===== src/rtl/systolic_skew_feeder_pkg.sv =====
// Shared definitions for the systolic skew feeder and its downstream c collector:
// FSM state encoding and MSB-first lane packing helpers.
package systolic_skew_feeder_pkg;

    typedef logic [1:0] feeder_state_t;

    localparam feeder_state_t ST_IDLE   = 2'd0;
    localparam feeder_state_t ST_STREAM = 2'd1;
    localparam feeder_state_t ST_DRAIN  = 2'd2;

    // Lane 0 occupies the most significant slice of a packed vector.
    function automatic int unsigned lane_msb(input int unsigned lane,
                                             input int unsigned lanes,
                                             input int unsigned width);
        return width * (lanes - lane) - 1;
    endfunction

    function automatic int unsigned lane_lsb(input int unsigned lane,
                                             input int unsigned lanes,
                                             input int unsigned width);
        return width * (lanes - lane - 1);
    endfunction

endpackage


===== src/rtl/skew_delay_line.sv =====
// Fixed-length register chain for one lane: output is the input delayed by
// 'delay' clock cycles, cleared asynchronously.
module skew_delay_line #(
    parameter int unsigned data_size = 16,
    parameter int unsigned delay     = 1
) (
    input  logic                 clk,
    input  logic                 reset,
    input  logic [data_size-1:0] d,
    output logic [data_size-1:0] q
);

    logic [data_size-1:0] stage [delay];

    always_ff @(posedge clk or posedge reset) begin
        if (reset) begin
            for (int unsigned k = 0; k < delay; k++) begin
                stage[k] <= '0;
            end
        end else begin
            stage[0] <= d;
            for (int unsigned k = 1; k < delay; k++) begin
                stage[k] <= stage[k-1];
            end
        end
    end

    assign q = stage[delay-1];

endmodule


===== src/rtl/systolic_skew_feeder.sv =====
// Upstream feeder for continuous_systolic: skews A/B lanes diagonally, pulses the
// array's reset_counter at tile start, zero-flushes after the last beat, flags completion.
module systolic_skew_feeder
    import systolic_skew_feeder_pkg::*;
#(
    parameter int unsigned data_size = 16,
    parameter int unsigned size      = 3,
    parameter int unsigned max_depth = 256
) (
    input  logic                      clk,
    input  logic                      reset,
    input  logic                      in_valid,
    output logic                      in_ready,
    input  logic                      in_last,
    input  logic [data_size*size-1:0] a_in,
    input  logic [data_size*size-1:0] b_in,
    output logic [data_size*size-1:0] a,
    output logic [data_size*size-1:0] b,
    output logic                      reset_counter,
    output logic                      busy,
    output logic                      tile_done,
    output logic                      overflow
);

    localparam int unsigned BW = (max_depth > 1) ? $clog2(max_depth) : 1;
    localparam int unsigned DW = $clog2(2 * size);
    localparam logic [BW-1:0] LAST_IDX   = BW'(max_depth - 1);
    localparam logic [DW-1:0] DRAIN_LAST = DW'(2 * size - 1);

    feeder_state_t             state;
    logic [BW-1:0]             beat_cnt;
    logic [BW-1:0]             beat_nxt;
    logic [DW-1:0]             drain_cnt;
    logic                      accept;
    logic                      hit_max;
    logic                      close_tile;
    logic [data_size*size-1:0] a_line;
    logic [data_size*size-1:0] b_line;

    assign in_ready  = (state == ST_IDLE) || (state == ST_STREAM);
    assign accept    = in_valid && in_ready;
    assign busy      = (state == ST_STREAM) || (state == ST_DRAIN);
    assign tile_done = (state == ST_DRAIN) && (drain_cnt == DRAIN_LAST);

    // beat_cnt holds the zero-based index of the most recently accepted beat.
    assign beat_nxt   = beat_cnt + BW'(1);
    assign hit_max    = (state == ST_IDLE) ? (LAST_IDX == '0) : (beat_nxt == LAST_IDX);
    assign close_tile = accept && (in_last || hit_max);

    assign a_line = accept ? a_in : '0;
    assign b_line = accept ? b_in : '0;

    always_ff @(posedge clk or posedge reset) begin
        if (reset) begin
            state         <= ST_IDLE;
            beat_cnt      <= '0;
            drain_cnt     <= '0;
            reset_counter <= 1'b0;
            overflow      <= 1'b0;
        end else begin
            // Registered so the pulse lines up with the first beat's lane 0 on a.
            reset_counter <= accept && (state == ST_IDLE);
            case (state)
                ST_IDLE: begin
                    if (accept) begin
                        beat_cnt  <= '0;
                        drain_cnt <= '0;
                        if (close_tile) begin
                            state <= ST_DRAIN;
                            if (!in_last) overflow <= 1'b1;
                        end else begin
                            state <= ST_STREAM;
                        end
                    end
                end
                ST_STREAM: begin
                    if (accept) begin
                        beat_cnt <= beat_nxt;
                        if (close_tile) begin
                            state     <= ST_DRAIN;
                            drain_cnt <= '0;
                            if (!in_last) overflow <= 1'b1;
                        end
                    end
                end
                ST_DRAIN: begin
                    if (drain_cnt == DRAIN_LAST) begin
                        state     <= ST_IDLE;
                        drain_cnt <= '0;
                    end else begin
                        drain_cnt <= drain_cnt + DW'(1);
                    end
                end
                default: state <= ST_IDLE;
            endcase
        end
    end

    for (genvar i = 0; i < size; i++) begin : g_lane
        localparam int unsigned MSB = lane_msb(i, size, data_size);

        skew_delay_line #(
            .data_size(data_size),
            .delay    (i + 1)
        ) u_skew_a (
            .clk  (clk),
            .reset(reset),
            .d    (a_line[MSB -: data_size]),
            .q    (a[MSB -: data_size])
        );

        skew_delay_line #(
            .data_size(data_size),
            .delay    (i + 1)
        ) u_skew_b (
            .clk  (clk),
            .reset(reset),
            .d    (b_line[MSB -: data_size]),
            .q    (b[MSB -: data_size])
        );
    end

endmodule


===== config.mk =====
export PLATFORM = sky130hd
export DESIGN_NAME = systolic_skew_feeder
export DESIGN_NICKNAME = d
export VERILOG_FILES = /design/src/rtl/systolic_skew_feeder_pkg.sv /design/src/rtl/skew_delay_line.sv /design/src/rtl/systolic_skew_feeder.sv
export SDC_FILE = /design/constraint.sdc
export NUM_CORES = 1
export LEC_CHECK = 0
export CORE_ASPECT_RATIO = 1.4
export CORE_MARGIN = 2
export CORE_UTILIZATION = 50
export CTS_CLUSTER_DIAMETER = 60
export DETAILED_ROUTE_END_ITERATION = 8
export PLACE_DENSITY = 0.92
export RECOVER_POWER = 100
export SKIP_LAST_GASP = 1
export SYNTH_ARGS = -nofsm -noshare
export SYNTH_HDL_FRONTEND = slang
export SYNTH_SLANG_ARGS = --single-unit

===== constraint.sdc =====
create_clock -name clk -period 17.8 [get_ports clk]
set_clock_uncertainty 0.1 [all_clocks]
set_input_delay 3.56 -clock clk [delete_from_list [all_inputs] [get_ports clk]]
set_output_delay 3.56 -clock clk [all_outputs]
set_load 0.03 [all_outputs]

After elaboration in Yosys (flattened, before gate mapping)
Cells that the tools add are included.
Operators by class
  add/sub/neg operators: 2
  equal/unequal tests: 8
  muxes and demuxes: 17
  bitwise logic cells: 1
  reduce and logical (&&, ||, !) cells: 15
Operator list (number)
  two-way mux 48 bit: 2
  two-way mux 8 bit: 2
  one-hot mux 8 bit (2 select lines): 1
  two-way mux 3 bit: 4
  AND reduction 4 bit: 3
  two-way mux 2 bit: 5
  one-hot mux 3 bit (3 select lines): 1
  adder 8 x 1 -> 8 bit, second input constant: 1
  == test 8 bit, second input constant: 1
  inequality test 2 bit, second input constant: 3
  one-hot mux 2 bit (3 select lines): 1
  logical AND 1 bit: 4
  adder 3 x 1 -> 3 bit, second input constant: 1
  == test 3 bit, second input constant: 1
  logical OR 1 bit: 3
  AND reduction 3 bit: 1
  nonzero test 3 bit: 1
  == test 2 x 1 -> 1 bit, second input constant: 1
  == test 2 bit, second input constant: 1
  logical NOT 2 bit: 1
  inequality test 2 x 1 -> 1 bit, second input constant: 1
  nonzero test 2 bit: 1
  OR reduction 2 bit: 1
  two-way mux 1 bit: 1
  NOT 1 bit: 1
Word-level totals
  register bits: 207
  output and inout port bits: 101
  logic and storage cells: 60

Logic depth before layout (Yosys ltp)
  depth after elaboration: 8
  gate-level depth with buffers: 9

By module
A second synthesis with hierarchy kept.
Second synthesis, totals
  cell total of the unflattened synthesis: 481
  area, all modules: 6912.9 µm²
By module, submodules not included
  skew_delay_line at g_lane[2].u_skew_a ...: instances 2, cells an instance 65, area each 1325.0 µm²
  skew_delay_line at g_lane[1].u_skew_a ...: instances 2, cells an instance 49, area each 924.6 µm²
  systolic_skew_feeder: instances 1, cells an instance 219, area each 1605.3 µm²
  skew_delay_line at g_lane[0].u_skew_a ...: instances 2, cells an instance 17, area each 404.1 µm²

Worst setup path before layout
OpenSTA, ideal clock, no wires.
  path type: reg2out
  start: register state[1]
  end: output port in_ready
  arrival: 1359 ps
  data required time: 14140 ps
  setup slack: 12781 ps
  stages on the path, launching flop included: 6
  buffers on the path: 2
  path through: dfrtp_1 inv_1 ha_1 or2_2 buf_2 clkbuf_1
Between the ends
  cells in the longest elaborated chain, start to end: 2
  elaborated cells between the ends (all ways): 3
  those cells by class: eq/ne (1); reduce/logical (2)
Ends and longest elaborated chain
  from (decl): line systolic_skew_feeder.sv:30  | feeder_state_t state;
  from (signal assigned): line systolic_skew_feeder.sv:55  | state <= ST_IDLE;
  from (signal assigned): line systolic_skew_feeder.sv:69  | state <= ST_DRAIN;
  from (signal assigned): line systolic_skew_feeder.sv:72  | state <= ST_STREAM;
  == test 2 x 1 -> 1 bit or logical NOT 2 bit (tied branches): line systolic_skew_feeder.sv:40  | assign in_ready = (state == ST_IDLE) || (state == ST_STREAM);
  logical OR 1 bit (*): line systolic_skew_feeder.sv:40
  to (decl): line systolic_skew_feeder.sv:13  | output logic in_ready,
Mark *: on every way between the ends. The rest lies on a longest branch, timed or not.

==> metrics <==
CTS tree built; final non-filler cell total 819; Initial Utilization roughly half; post-placement cell area 8680 um2; type of the worst setup path in -> async; setup violators final 0; part of the cycle the worst path needs 59.5%; CP endpoint kind async pin; worst-case hold slack 0.246 ns; maximum number of pins on one net before global-route repair ~120; DIE WIDTH roughly 100 um; post-synthesis simple-gate area fraction 11.7%; maximum ir drop on the vdd rail approximately 0.095 mV; Sum Neg Setup Slack 0 ns; total clock buffers created by CTS 19; main combinational cell family by area after synthesis simple AND/OR/NAND/NOR gates; clock root cell sky130_fd_sc_hd__clkbuf_16; adder and majority gate portion of the synthesized area around 1.1%; gp weighted congestion ~0.8; placed cell count 787; Synth top area share approximately 74%; drt wl/cell approximately 17 um; fraction of registers with async set/reset 100%; final worst path period need ~11 ns; most used flip-flop cell after synthesis sky130_fd_sc_hd__dfrtp_1; Resized Gates After CTS 0; Die Ht approximately 140 um; via count of the first global-routing pass roughly 4.3k; number of inserted filler cells in the final layout approximately 1000; path category of the worst min-delay check reg -> reg; number of optimization iterations in the first detailed-route pass 4; failing checks capacitance limit, slew limit; number of nets in the layout between 700 and 800; Post-Syn Nets just under 600; setup repair bufs after CTS 0; IO Count 201; Post-Synth XOR/XNOR Area 0%; first-pass GRT wire length 22.0 mm; number of instances in the synthesized netlist roughly 490; number of hold violations in the final report 0; summed instance area of the synthesized netlist around 7000 um2; worst relative slew slack -240%; GRT Resource Usage Total 18.6%; outcome finished with violations; total of hold buffers inserted after clock tree synthesis 0; area overhead of the layout relative to synthesis 31.9%; proportion of synthesized chip area in sequential cells between 70% and 80%; dominant cells by area after synthesis sky130_fd_sc_hd__dfrtp_1 74%, sky130_fd_sc_hd__and3_1 8.7%, sky130_fd_sc_hd__buf_4 7.0%; post-synthesis sequential element count around 210; row count between 50 and 60; measured slew at the worst slew-check pin between 5 and 6 ns; Routed Antenna Nets 0; fraction of layout instances using a drive strength above 1 6.15%; clock transition at the registers of the reported paths approximately 0.060 ns; total via count after detailed routing 4011; DRC errors left 0; Final Power 1.35 mW; Syn. warnings 0; unrepaired setup endpoints after global routing false; max capacitance violation total 4; final standard cell area without fillers between 9000 and 10000 um2; drt initial violations 162; pwr/cell area around 150 nW/um2; core region area around 14000 um2; leakage roughly 4.8 nW; mux cell area share after synthesis 1.07%; endpoint required time on the critical path 17.32 ns; worst endpoint data arrival time a little over 10 ns; clock insertion delay at the later pin of the skew report roughly 0.47 ns; compound-gate portion of the synthesized area between 3 and 4%; count of input and output buffers 200; count of distinct cell types in the synthesized netlist 39; Mean Syn Cell Area 14.4 um2; Max Transition Viols Final ~420; antenna violations before repair 0; largest fanout on the critical path between 100 and 150; remaining global-route overflow 0; clock sinks between 200 and 250; type of origin of the critical path input port; area leader, netlist sky130_fd_sc_hd__dfrtp_1; detailed placer's ending HPWL between 9 and 10 mm; maximum number of buffers from clock root to sink 3; antenna diode instance count 0; detailed-route vias per instance 4.90; area enclosed by the die boundary 15000 um2; H-tree level count 1; total wirelength of the detailed-routed design around 14 mm; count of flip-flops with a built-in enable after synthesis 0; highest achievable clock rate 94.4 MHz
-- critical path: stages --
cell and delay, ns:
sky130_fd_sc_hd__dlygate4sd3_1 0.54, sky130_fd_sc_hd__clkinvlp_2 2.79, sky130_fd_sc_hd__clkbuf_1 3.06
-- layout make-up --
cell class	instances	area [um2]	share of cell area (%)
flip-flops and latches	207	5180	56.0
inverters	11	42.5	0.460
clock buffers	22	497	5.37
well taps	185	231	2.50
repair buffers	203	2010	21.7
multi-input cells	181	1190	12.9
clock inverters	10	93.8	1.01
-- cells in the mapped netlist, types with 3 or more instances --
| cell | n |
|---|---|
| sky130_fd_sc_hd__and3_1 | 97 |
| sky130_fd_sc_hd__dfrtp_1 | 207 |
| sky130_fd_sc_hd__nand3_1 | 3 |
| sky130_fd_sc_hd__ha_1 | 6 |
| sky130_fd_sc_hd__a31oi_1 | 3 |
| sky130_fd_sc_hd__nand2_1 | 11 |
| sky130_fd_sc_hd__mux2i_1 | 6 |
| sky130_fd_sc_hd__nor2_1 | 9 |
| sky130_fd_sc_hd__a21oi_1 | 6 |
| sky130_fd_sc_hd__nor3_1 | 4 |
| sky130_fd_sc_hd__inv_1 | 11 |
| sky130_fd_sc_hd__clkbuf_1 | 21 |
| sky130_fd_sc_hd__and2_1 | 4 |
| sky130_fd_sc_hd__o21ai_0 | 3 |
| sky130_fd_sc_hd__buf_4 | 65 |
-- state kept, by name, summed over array words and instances, names as in the netlist --
signal / count
g_lane.u_skew_a.stage: 48
reset_counter: 1
beat_cnt: 8
g_lane.u_skew_b.q: 48
overflow: 1
state: 2
g_lane.u_skew_a.q: 48
g_lane.u_skew_b.stage: 48
drain_cnt: 3
-- cells by family (layout without fill, tap and decap cells) --
logic type      after synthesis  after routing
simple gates                138            138
buf+inv                     100            246
fa+ha+maj                     6              6
compound gates               30             30
flops                       207            207
mux                           7              7
-- through the flow --
stage / worst slack [ns] / utilization (%)
floorplan: 8.49 / -
global placement: 11.93 / 63.0
detailed placement: 11.82 / 63.0
CTS: 11.31 / 67.3
global route: 5.56 / 67.1
finish: 7.20 / 67.1
-- path summary, 6_finish.rpt --
kind                                              start  cells after the start                           end  slack [ns]
max in group clk                               state[1]                      5                      in_ready        9.33
max reg2reg                                    state[1]                      8                   beat_cnt[7]       12.67
min in group asynchronous                         reset                      2  g_lane[1].u_skew_a.stage[27]        4.98
min reg2reg                g_lane[2].u_skew_b.stage[26]                      0      g_lane[2].u_skew_b.q[10]        0.25
min                        g_lane[2].u_skew_b.stage[26]                      0      g_lane[2].u_skew_b.q[10]        0.25
max                                               reset                      3      g_lane[2].u_skew_b.q[11]        7.20
-- power by group --
| group | switching, mW | internal (mW) | leakage (nW) | total [mW] |
|---|---|---|---|---|
| sequential | 0.0356 | 0.570 | 2.77 | 0.605 |
| combinational | 0.228 | 0.136 | 1.78 | 0.364 |
| clock | 0.165 | 0.216 | 0.285 | 0.382 |
-- cell usage in the layout (no fill, tap or decap), drive strengths merged --
master and instances:
dfrtp 207, dlygate4sd3 101, clkdlybuf4s50 98, and3 97, clkbuf 25, nand2 11
inv 10, nor2 9, a21oi 7, mux2i 6, ha 6, clkinv 6
nor3 4, and2 4, clkinvlp 4, nand3 3, a31oi 3, o21ai 3
o31ai 3, nand3b 2, and3b 2, a21boi 2, nand4b 2, o2bb2ai 2
o22ai 2, or2 1, nor3b 1, nand4 1, o31a 1, nor2b 1
o221ai 1, a221oi 1, a21o 1, a41oi 1, a31o 1, mux2 1
a22o 1, a211oi 1, bufinv 1, buf 1
-- per-layer routing --
layer	up-vias	global-route usage [%]	share of wire, %
met4	0	8.04	4.0
met5	-	0	0
met3	49	5.23	8.2
met1	1942	22.2	37
li1	1827	-	-
met2	193	31.8	51
(Power assumes the default switching activity.)
